## src/rtl/ts_pkg.sv

```systemverilog
// Shared types and helpers for the transmit scheduler: FSM states, queue ids,
// and the metadata beat forwarded to the output-port stage.
package ts_pkg;

  localparam int unsigned NUM_Q = 4;
  localparam int unsigned QID_W = 2;
  localparam int unsigned MD_W  = 8;
  localparam int unsigned LEN_W = 7;

  typedef enum logic [1:0] {
    IDLE    = 2'd0,
    WAIT_MD = 2'd1,
    BUSY    = 2'd2
  } ts_state_e;

  typedef logic [QID_W-1:0] qid_t;

  localparam qid_t Q_EVEN = QID_W'(0);
  localparam qid_t Q_ODD  = QID_W'(1);
  localparam qid_t Q_RSV  = QID_W'(2);
  localparam qid_t Q_BE   = QID_W'(3);

  typedef struct packed {
    logic [MD_W-1:0] md;
    qid_t            qid;
  } md_beat_t;

  // Fixed priority: lowest queue index wins.
  function automatic qid_t pick_queue(input logic [NUM_Q-1:0] elig);
    if (elig[Q_EVEN])     pick_queue = Q_EVEN;
    else if (elig[Q_ODD]) pick_queue = Q_ODD;
    else if (elig[Q_RSV]) pick_queue = Q_RSV;
    else                  pick_queue = Q_BE;
  endfunction

  function automatic logic [NUM_Q-1:0] qid_onehot(input qid_t q);
    qid_onehot = NUM_Q'(1) << q;
  endfunction

endpackage

```

## src/rtl/ts_token_bucket.sv

```systemverilog
// Token bucket shaping the reservation queue: accrues TOKEN_RATE per clock up to
// TOKEN_MAX and charges the packet length when that queue is selected.
module ts_token_bucket
  import ts_pkg::*;
#(
  parameter int unsigned TOKEN_W    = 16,
  parameter int unsigned TOKEN_RATE = 1,
  parameter int unsigned TOKEN_MAX  = 512
) (
  input  logic             clk,
  input  logic             rst_n,
  input  logic             deduct_en,
  input  logic [LEN_W-1:0] deduct_len,
  input  logic [LEN_W-1:0] len,
  output logic             eligible
);

  localparam int unsigned SUM_W = TOKEN_W + 1;

  logic [TOKEN_W-1:0] tokens;
  logic [TOKEN_W-1:0] tokens_d;
  logic [SUM_W-1:0]   deduct_c;
  logic [SUM_W-1:0]   sum_c;

  // One guard bit so the saturation compare sees the true sum; a charge never
  // exceeds the balance, so the subtraction cannot go negative.
  always_comb begin
    deduct_c = deduct_en ? SUM_W'(deduct_len) : '0;
    sum_c    = SUM_W'(tokens) + SUM_W'(TOKEN_RATE) - deduct_c;
    tokens_d = (sum_c > SUM_W'(TOKEN_MAX)) ? TOKEN_W'(TOKEN_MAX) : sum_c[TOKEN_W-1:0];
  end

  always_ff @(posedge clk) begin
    if (!rst_n) begin
      tokens <= '0;
    end else begin
      tokens <= tokens_d;
    end
  end

  assign eligible = (tokens >= TOKEN_W'(len));

endmodule

```

## src/rtl/ts_sched.sv

```systemverilog
// Transmit scheduler: arbitrates four metadata queues, issues the buffer read,
// forwards the returned metadata and holds until the output port finishes.
module ts_sched
  import ts_pkg::*;
#(
  parameter int unsigned TOKEN_W    = 16,
  parameter int unsigned TOKEN_RATE = 1,
  parameter int unsigned TOKEN_MAX  = 512
) (
  input  logic             clk,
  input  logic             rst_n,
  input  logic [NUM_Q-1:0] in_ts_fifo_empty,
  input  logic [LEN_W-1:0] in_ts_pkt_len,
  input  logic [NUM_Q-1:0] in_ts_gate_open,
  input  logic             in_ts_slot_odd,
  output logic             out_ts_q0_rden,
  output logic             out_ts_q1_rden,
  output logic             out_ts_q2_rden,
  output logic             out_ts_q3_rden,
  input  logic [MD_W-1:0]  in_ts_md,
  input  logic             in_ts_md_wr,
  output logic [MD_W-1:0]  out_ts_md,
  output logic             out_ts_md_wr,
  output logic [QID_W-1:0] out_ts_qid,
  input  logic             in_ts_tx_done,
  output logic             out_ts_busy,
  output logic             out_ts_err
);

  ts_state_e        state_q, state_d;
  logic [NUM_Q-1:0] rden_q, rden_d;
  md_beat_t         beat_q, beat_d;
  logic             md_wr_q, md_wr_d;
  logic             busy_q, busy_d;
  logic             err_q, err_d;

  logic [NUM_Q-1:0] elig_c;
  qid_t             pick_c;
  logic             rsv_ok_c;
  logic             deduct_en_c;

  ts_token_bucket #(
    .TOKEN_W    (TOKEN_W),
    .TOKEN_RATE (TOKEN_RATE),
    .TOKEN_MAX  (TOKEN_MAX)
  ) u_bucket (
    .clk        (clk),
    .rst_n      (rst_n),
    .deduct_en  (deduct_en_c),
    .deduct_len (in_ts_pkt_len),
    .len        (in_ts_pkt_len),
    .eligible   (rsv_ok_c)
  );

  // Per-queue eligibility; only consumed while idle.
  always_comb begin
    elig_c         = '0;
    elig_c[Q_EVEN] = ~in_ts_fifo_empty[Q_EVEN] & in_ts_gate_open[Q_EVEN] & ~in_ts_slot_odd;
    elig_c[Q_ODD]  = ~in_ts_fifo_empty[Q_ODD]  & in_ts_gate_open[Q_ODD]  &  in_ts_slot_odd;
    elig_c[Q_RSV]  = ~in_ts_fifo_empty[Q_RSV]  & in_ts_gate_open[Q_RSV]  &  rsv_ok_c;
    elig_c[Q_BE]   = ~in_ts_fifo_empty[Q_BE]   & in_ts_gate_open[Q_BE];
  end

  assign pick_c = pick_queue(elig_c);

  // Next-state and next-output logic.
  always_comb begin
    state_d     = state_q;
    rden_d      = '0;
    beat_d      = beat_q;
    md_wr_d     = 1'b0;
    busy_d      = busy_q;
    err_d       = err_q;
    deduct_en_c = 1'b0;

    case (state_q)
      IDLE: begin
        if (|elig_c) begin
          rden_d      = qid_onehot(pick_c);
          beat_d.qid  = pick_c;
          busy_d      = 1'b1;
          deduct_en_c = (pick_c == Q_RSV);
          state_d     = WAIT_MD;
        end
      end

      // The first cycle here is the rden pulse itself; the buffer answers the next.
      WAIT_MD: begin
        if (rden_q == '0) begin
          if (in_ts_md_wr) begin
            beat_d.md = in_ts_md;
            md_wr_d   = 1'b1;
            state_d   = BUSY;
          end else begin
            err_d   = 1'b1;
            busy_d  = 1'b0;
            state_d = IDLE;
          end
        end
      end

      BUSY: begin
        if (in_ts_tx_done) begin
          busy_d  = 1'b0;
          state_d = IDLE;
        end
      end

      default: begin
        busy_d  = 1'b0;
        state_d = IDLE;
      end
    endcase
  end

  always_ff @(posedge clk) begin
    if (!rst_n) begin
      state_q <= IDLE;
      rden_q  <= '0;
      beat_q  <= '0;
      md_wr_q <= 1'b0;
      busy_q  <= 1'b0;
      err_q   <= 1'b0;
    end else begin
      state_q <= state_d;
      rden_q  <= rden_d;
      beat_q  <= beat_d;
      md_wr_q <= md_wr_d;
      busy_q  <= busy_d;
      err_q   <= err_d;
    end
  end

  assign out_ts_q0_rden = rden_q[Q_EVEN];
  assign out_ts_q1_rden = rden_q[Q_ODD];
  assign out_ts_q2_rden = rden_q[Q_RSV];
  assign out_ts_q3_rden = rden_q[Q_BE];
  assign out_ts_md      = beat_q.md;
  assign out_ts_qid     = beat_q.qid;
  assign out_ts_md_wr   = md_wr_q;
  assign out_ts_busy    = busy_q;
  assign out_ts_err     = err_q;

endmodule

```

## config.mk

```make
export PLATFORM = sky130hd
export DESIGN_NAME = ts_sched
export DESIGN_NICKNAME = d
export VERILOG_FILES = /design/src/rtl/ts_pkg.sv /design/src/rtl/ts_token_bucket.sv /design/src/rtl/ts_sched.sv
export SDC_FILE = /design/constraint.sdc
export NUM_CORES = 1
export LEC_CHECK = 0
export CORE_ASPECT_RATIO = 0.9
export CORE_MARGIN = 3
export CORE_UTILIZATION = 36
export DETAILED_ROUTE_END_ITERATION = 16
export GPL_TIMING_DRIVEN = 0
export RECOVER_POWER = 50
export SLEW_MARGIN = 40
export SYNTH_ARGS = -nofsm -noshare
export SYNTH_HDL_FRONTEND = slang
export SYNTH_SLANG_ARGS = --single-unit
```

## constraint.sdc

```tcl
create_clock -name clk -period 17.16 [get_ports clk]
set_clock_uncertainty 0.2 [all_clocks]
set_input_delay 3.432 -clock clk [delete_from_list [all_inputs] [get_ports clk]]
set_output_delay 3.432 -clock clk [all_outputs]
set_load 0.01 [all_outputs]
```

==> summary.md <==
| Metric | Value |
|---|---|
| Worst-case reg-to-reg path depth | `21` |
| DIE AREA | `7950 sq um` |
| CORE AREA | `6660 sq um` |
| Yosys warning count | `0` |
| Startpoint types | `input port` |
| PwrDens | `roughly 68 nW/um^2` |
| Cell count after synthesis | `a little under 300` |
| Final net count | `412` |
| Total number of vias | `roughly 2200` |
| Row cnt | `28` |
| Total power | `between 200 and 250 uW` |
| Critical R2R Capture | `u_bucket.tokens[1]` |
| Slew Viols, Final | `0` |
| Distinct cells, synth | `61` |
| Hold Violations, Final | `0` |
| Die width | `93.6 um` |
| Worst slew pin tran | `0.639 ns` |
| Routability cong. | `0.771` |
| I/O Buffers | `44` |
| # setup viols final | `0` |
| Unrepaired setup endpoints after global routing | `false` |
| First-pass iteration count of the detailed router | `4` |
| WP data arrival | `8.71 ns` |
| Hold Buf Count CTS | `0` |
| Max_cap viols | `0` |
| Worst skew pair latency | `0.28 ns` |
| Combinational power share | `between 20 and 30%` |
| Complex-gate fraction of the synthesized area | `between 10% and 20%` |
| Yosys reg bits | `35` |
| H-tree levels | `2` |
| Root buffer cell | `clkbuf_8` |
| Share of flip-flops with an asynchronous set or reset | `0%` |
| Ys flop type | `dfxtp_1` |
| CP required | `17.19 ns` |
| Post_cts resized | `0` |
| Reg-to-reg setup timing slack | `11.83 ns` |
| Antenna Cells | `0` |
| Largest family of logic cells by synthesized area | `simple AND/OR/NAND/NOR gates` |
| Kind of critical path | `in -> reg` |
| Final period util | `50.6%` |
| Outcome | `finished, final reports clean` |
| DP HPWL | `4540 um` |
| Leak Pwr | `1.50 nW` |
| EDFF count, synth | `0` |
| Syn_area_per_cell | `8.52 sq um` |
| Die height | `84.9 um` |
| Hold Path Stages | `2` |
| Final worst slack | `approximately 8.5 ns` |
| Area growth from synthesis to layout | `27.1%` |
| Hold WS | `0.261 ns` |
| Syn Std Cell Area | `roughly 2500 sq um` |
| I/O pins | `45` |
| Max-slew headroom | `57.4%` |
| Max VDD drop | `approximately 32 uV` |
| CP endpoint kind | `flip-flop` |
| Number of CTS-inserted buffers | `5` |
| Initial antenna violation count | `0` |
| Clk buf depth | `2` |
| Hold WC Path Type | `reg -> reg` |
| TritonCTS clock tree | `yes` |
| # clock sinks | `35` |
| Total Wirelength | `5580 um` |
| Synth Area in Simple Gates | `21.7%` |
| DRC Markers | `0` |
| Global-route wire length before repair | `9020 um` |
| Fin crit period | `8.68 ns` |
| Fraction of the mapped netlist area in adder cells | `a little under a fifth` |
| WHS Endpoint | `out_ts_busy` |
| Switching portion of total power | `29.9%` |
| Layout cell share with drive strength beyond 1 | `between 6 and 7%` |
| Mux cell area share after synthesis | `4.68%` |
| Vias in the first global route | `between 1500 and 2000` |
| Global route overflow | `0` |
| FF-to-FF Start | `u_bucket.tokens[0]` |
| Starting DRC count in detailed routing | `107` |
| Sequential area share after synthesis | `approximately 28%` |
| Int Pwr | `150 uW` |
| GRT Util Overall | `around 14%` |
| Antenna Violating Nets Remaining | `0` |
| Final TNS setup | `0 ns` |
| Via density | `between 4 and 5` |
| Max Freq | `115 MHz` |
| Reg clk slew, reported paths | `around 0.080 ns` |
| Clock power share | `31.3%` |
| DR WL/cell | `between 10 and 15 um` |
| Post-CTS setup buffer count | `0` |
| Worst-path fanout max | `8` |
| Synth Area in XOR/XNOR | `2.82%` |
| Pin count of the biggest net entering global routing | `12` |
| P_sw | `64.2 uW` |
| Power share of the sequential group | `between 40% and 50%` |
| Place WS | `8.15 ns` |
| Starting density of the core | `37.4%` |
| HP Start | `out_ts_busy` |
## final cells by class
cell class,count,area (sq um)
plain buffers,5,21.3
clock buffers,7,96.3
clock inverters,1,7.51
fillers,667,3490
inverters,28,105
multi-input cells,229,1680
flip-flops and latches,35,701
well taps,90,113
repair buffers,44,440
## layout by cell type (no fill, tap or decap), types with 2 or more instances in the layout
cell type        instances
clkbuf_1                 3
and2_1                   3
or3_1                    2
o21a_1                   2
clkbuf_8                 7
conb_1                   6
o21ai_0                 15
xor2_1                   5
buf_2                    2
nand2_1                 22
nor2_1                  26
nor4b_1                  2
o211ai_1                 2
nor3_1                   8
dlygate4sd3_1           19
a211o_1                  2
xnor2_1                  3
nand4_1                  2
and3_1                   4
clkdlybuf4s50_1         25
o21bai_1                 2
a21o_1                   7
nor3b_1                  3
a21oi_1                 16
inv_1                   28
nand3b_1                 4
a211oi_1                 4
dfxtp_1                 35
nand3_1                  6
mux2i_1                  9
nand2b_1                 7
ha_1                    35
## per-stage QoR
stage | utilization, % | instances | area (sq um)
CTS | 47.5 | 439 | 3160
finish | 47.5 | 439 | 3160
floorplan | - | 297 | 2510
global placement | 46.0 | 431 | 3060
global route | 47.5 | 439 | 3160
detailed placement | 46.0 | 431 | 3060
## worst max-delay path, cell delays in order
cell	delay, ns
clkdlybuf4s50_1	0.51
inv_1	0.06
ha_1	0.29
and4_1	0.17
o21ai_0	0.09
o21a_1	0.21
a311o_1	0.35
a211oi_2	0.48
and2_1	0.20
ha_1	0.22
inv_1	0.05
ha_1	0.19
inv_1	0.06
fa_1	0.38
nand2b_1	0.19
a21oi_2	0.21
o2111ai_2	0.20
mux2_4	0.34
or4_4	0.52
nor4b_4	0.32
and3_1	0.21
## how the worst max path moves through the flow
| stage | start | end | slack, ns | cells after the start |
|---|---|---|---|---|
| after global routing | in_ts_pkt_len[5] | u_bucket.tokens[1] | 8.16 | 21 |
| after floorplan | in_ts_pkt_len[5] | u_bucket.tokens[2] | 9.20 | 20 |
| final | in_ts_pkt_len[6] | u_bucket.tokens[1] | 8.48 | 21 |
| after detailed placement | in_ts_pkt_len[5] | u_bucket.tokens[1] | 8.15 | 21 |
| after global placement | in_ts_pkt_len[5] | u_bucket.tokens[1] | 8.15 | 21 |
| after CTS | in_ts_pkt_len[5] | u_bucket.tokens[1] | 8.44 | 21 |
## flip-flops by register name, indices dropped and copies added, names as in the netlist
| signal | cells |
|---|---|
| out_ts_busy | 1 |
| out_ts_err | 1 |
| out_ts_md | 8 |
| out_ts_md_wr | 1 |
| out_ts_qid | 2 |
| rden_q | 4 |
| state_q | 2 |
| u_bucket.tokens | 16 |
## routing by layer
layer / vias up / track usage [%] / routed length (um)
met5: - / 0 / 0
met4: 0 / 3.15 / 40
met3: 4 / 3.37 / 222
met2: 34 / 21.0 / 2390
met1: 996 / 20.2 / 2930
li1: 1146 / - / -
## synthesized netlist by cell type (all sizes together), types with 4 or more instances
cell,number,area (sq um)
a21oi,17,88.8
and3,4,25.0
nand2b,7,43.8
inv,28,105
nand3,6,30.0
dfxtp,35,701
nand3b,4,30.0
nor3,8,40.0
a211oi,5,42.5
o21ai,16,80.1
ha,35,438
a21o,8,61.3
xor2,5,43.8
nand2,22,82.6
nor2,26,97.6
mux2i,9,90.1
## logic make-up after synthesis
group                      Yosys count
AOI/OAI and AO/OA                   68
xor gates and xnor gates             8
adders and majority gates           36
buffers and inverters               33
DFF                                 35
muxes                               11
other                                1
and+or+nand+nor                    100
## power by group through the flow
stage	clock network, mW	logic, mW	registers [mW]
after floorplan	0	0.0381	0.0908
after global placement	0	0.0601	0.0897
after detailed placement	0	0.0604	0.0897
after CTS	0.0693	0.0608	0.0879
after global routing	0.0719	0.0658	0.0884
final	0.0671	0.0596	0.0877
No activity file was read; power rests on OpenSTA's default activity.
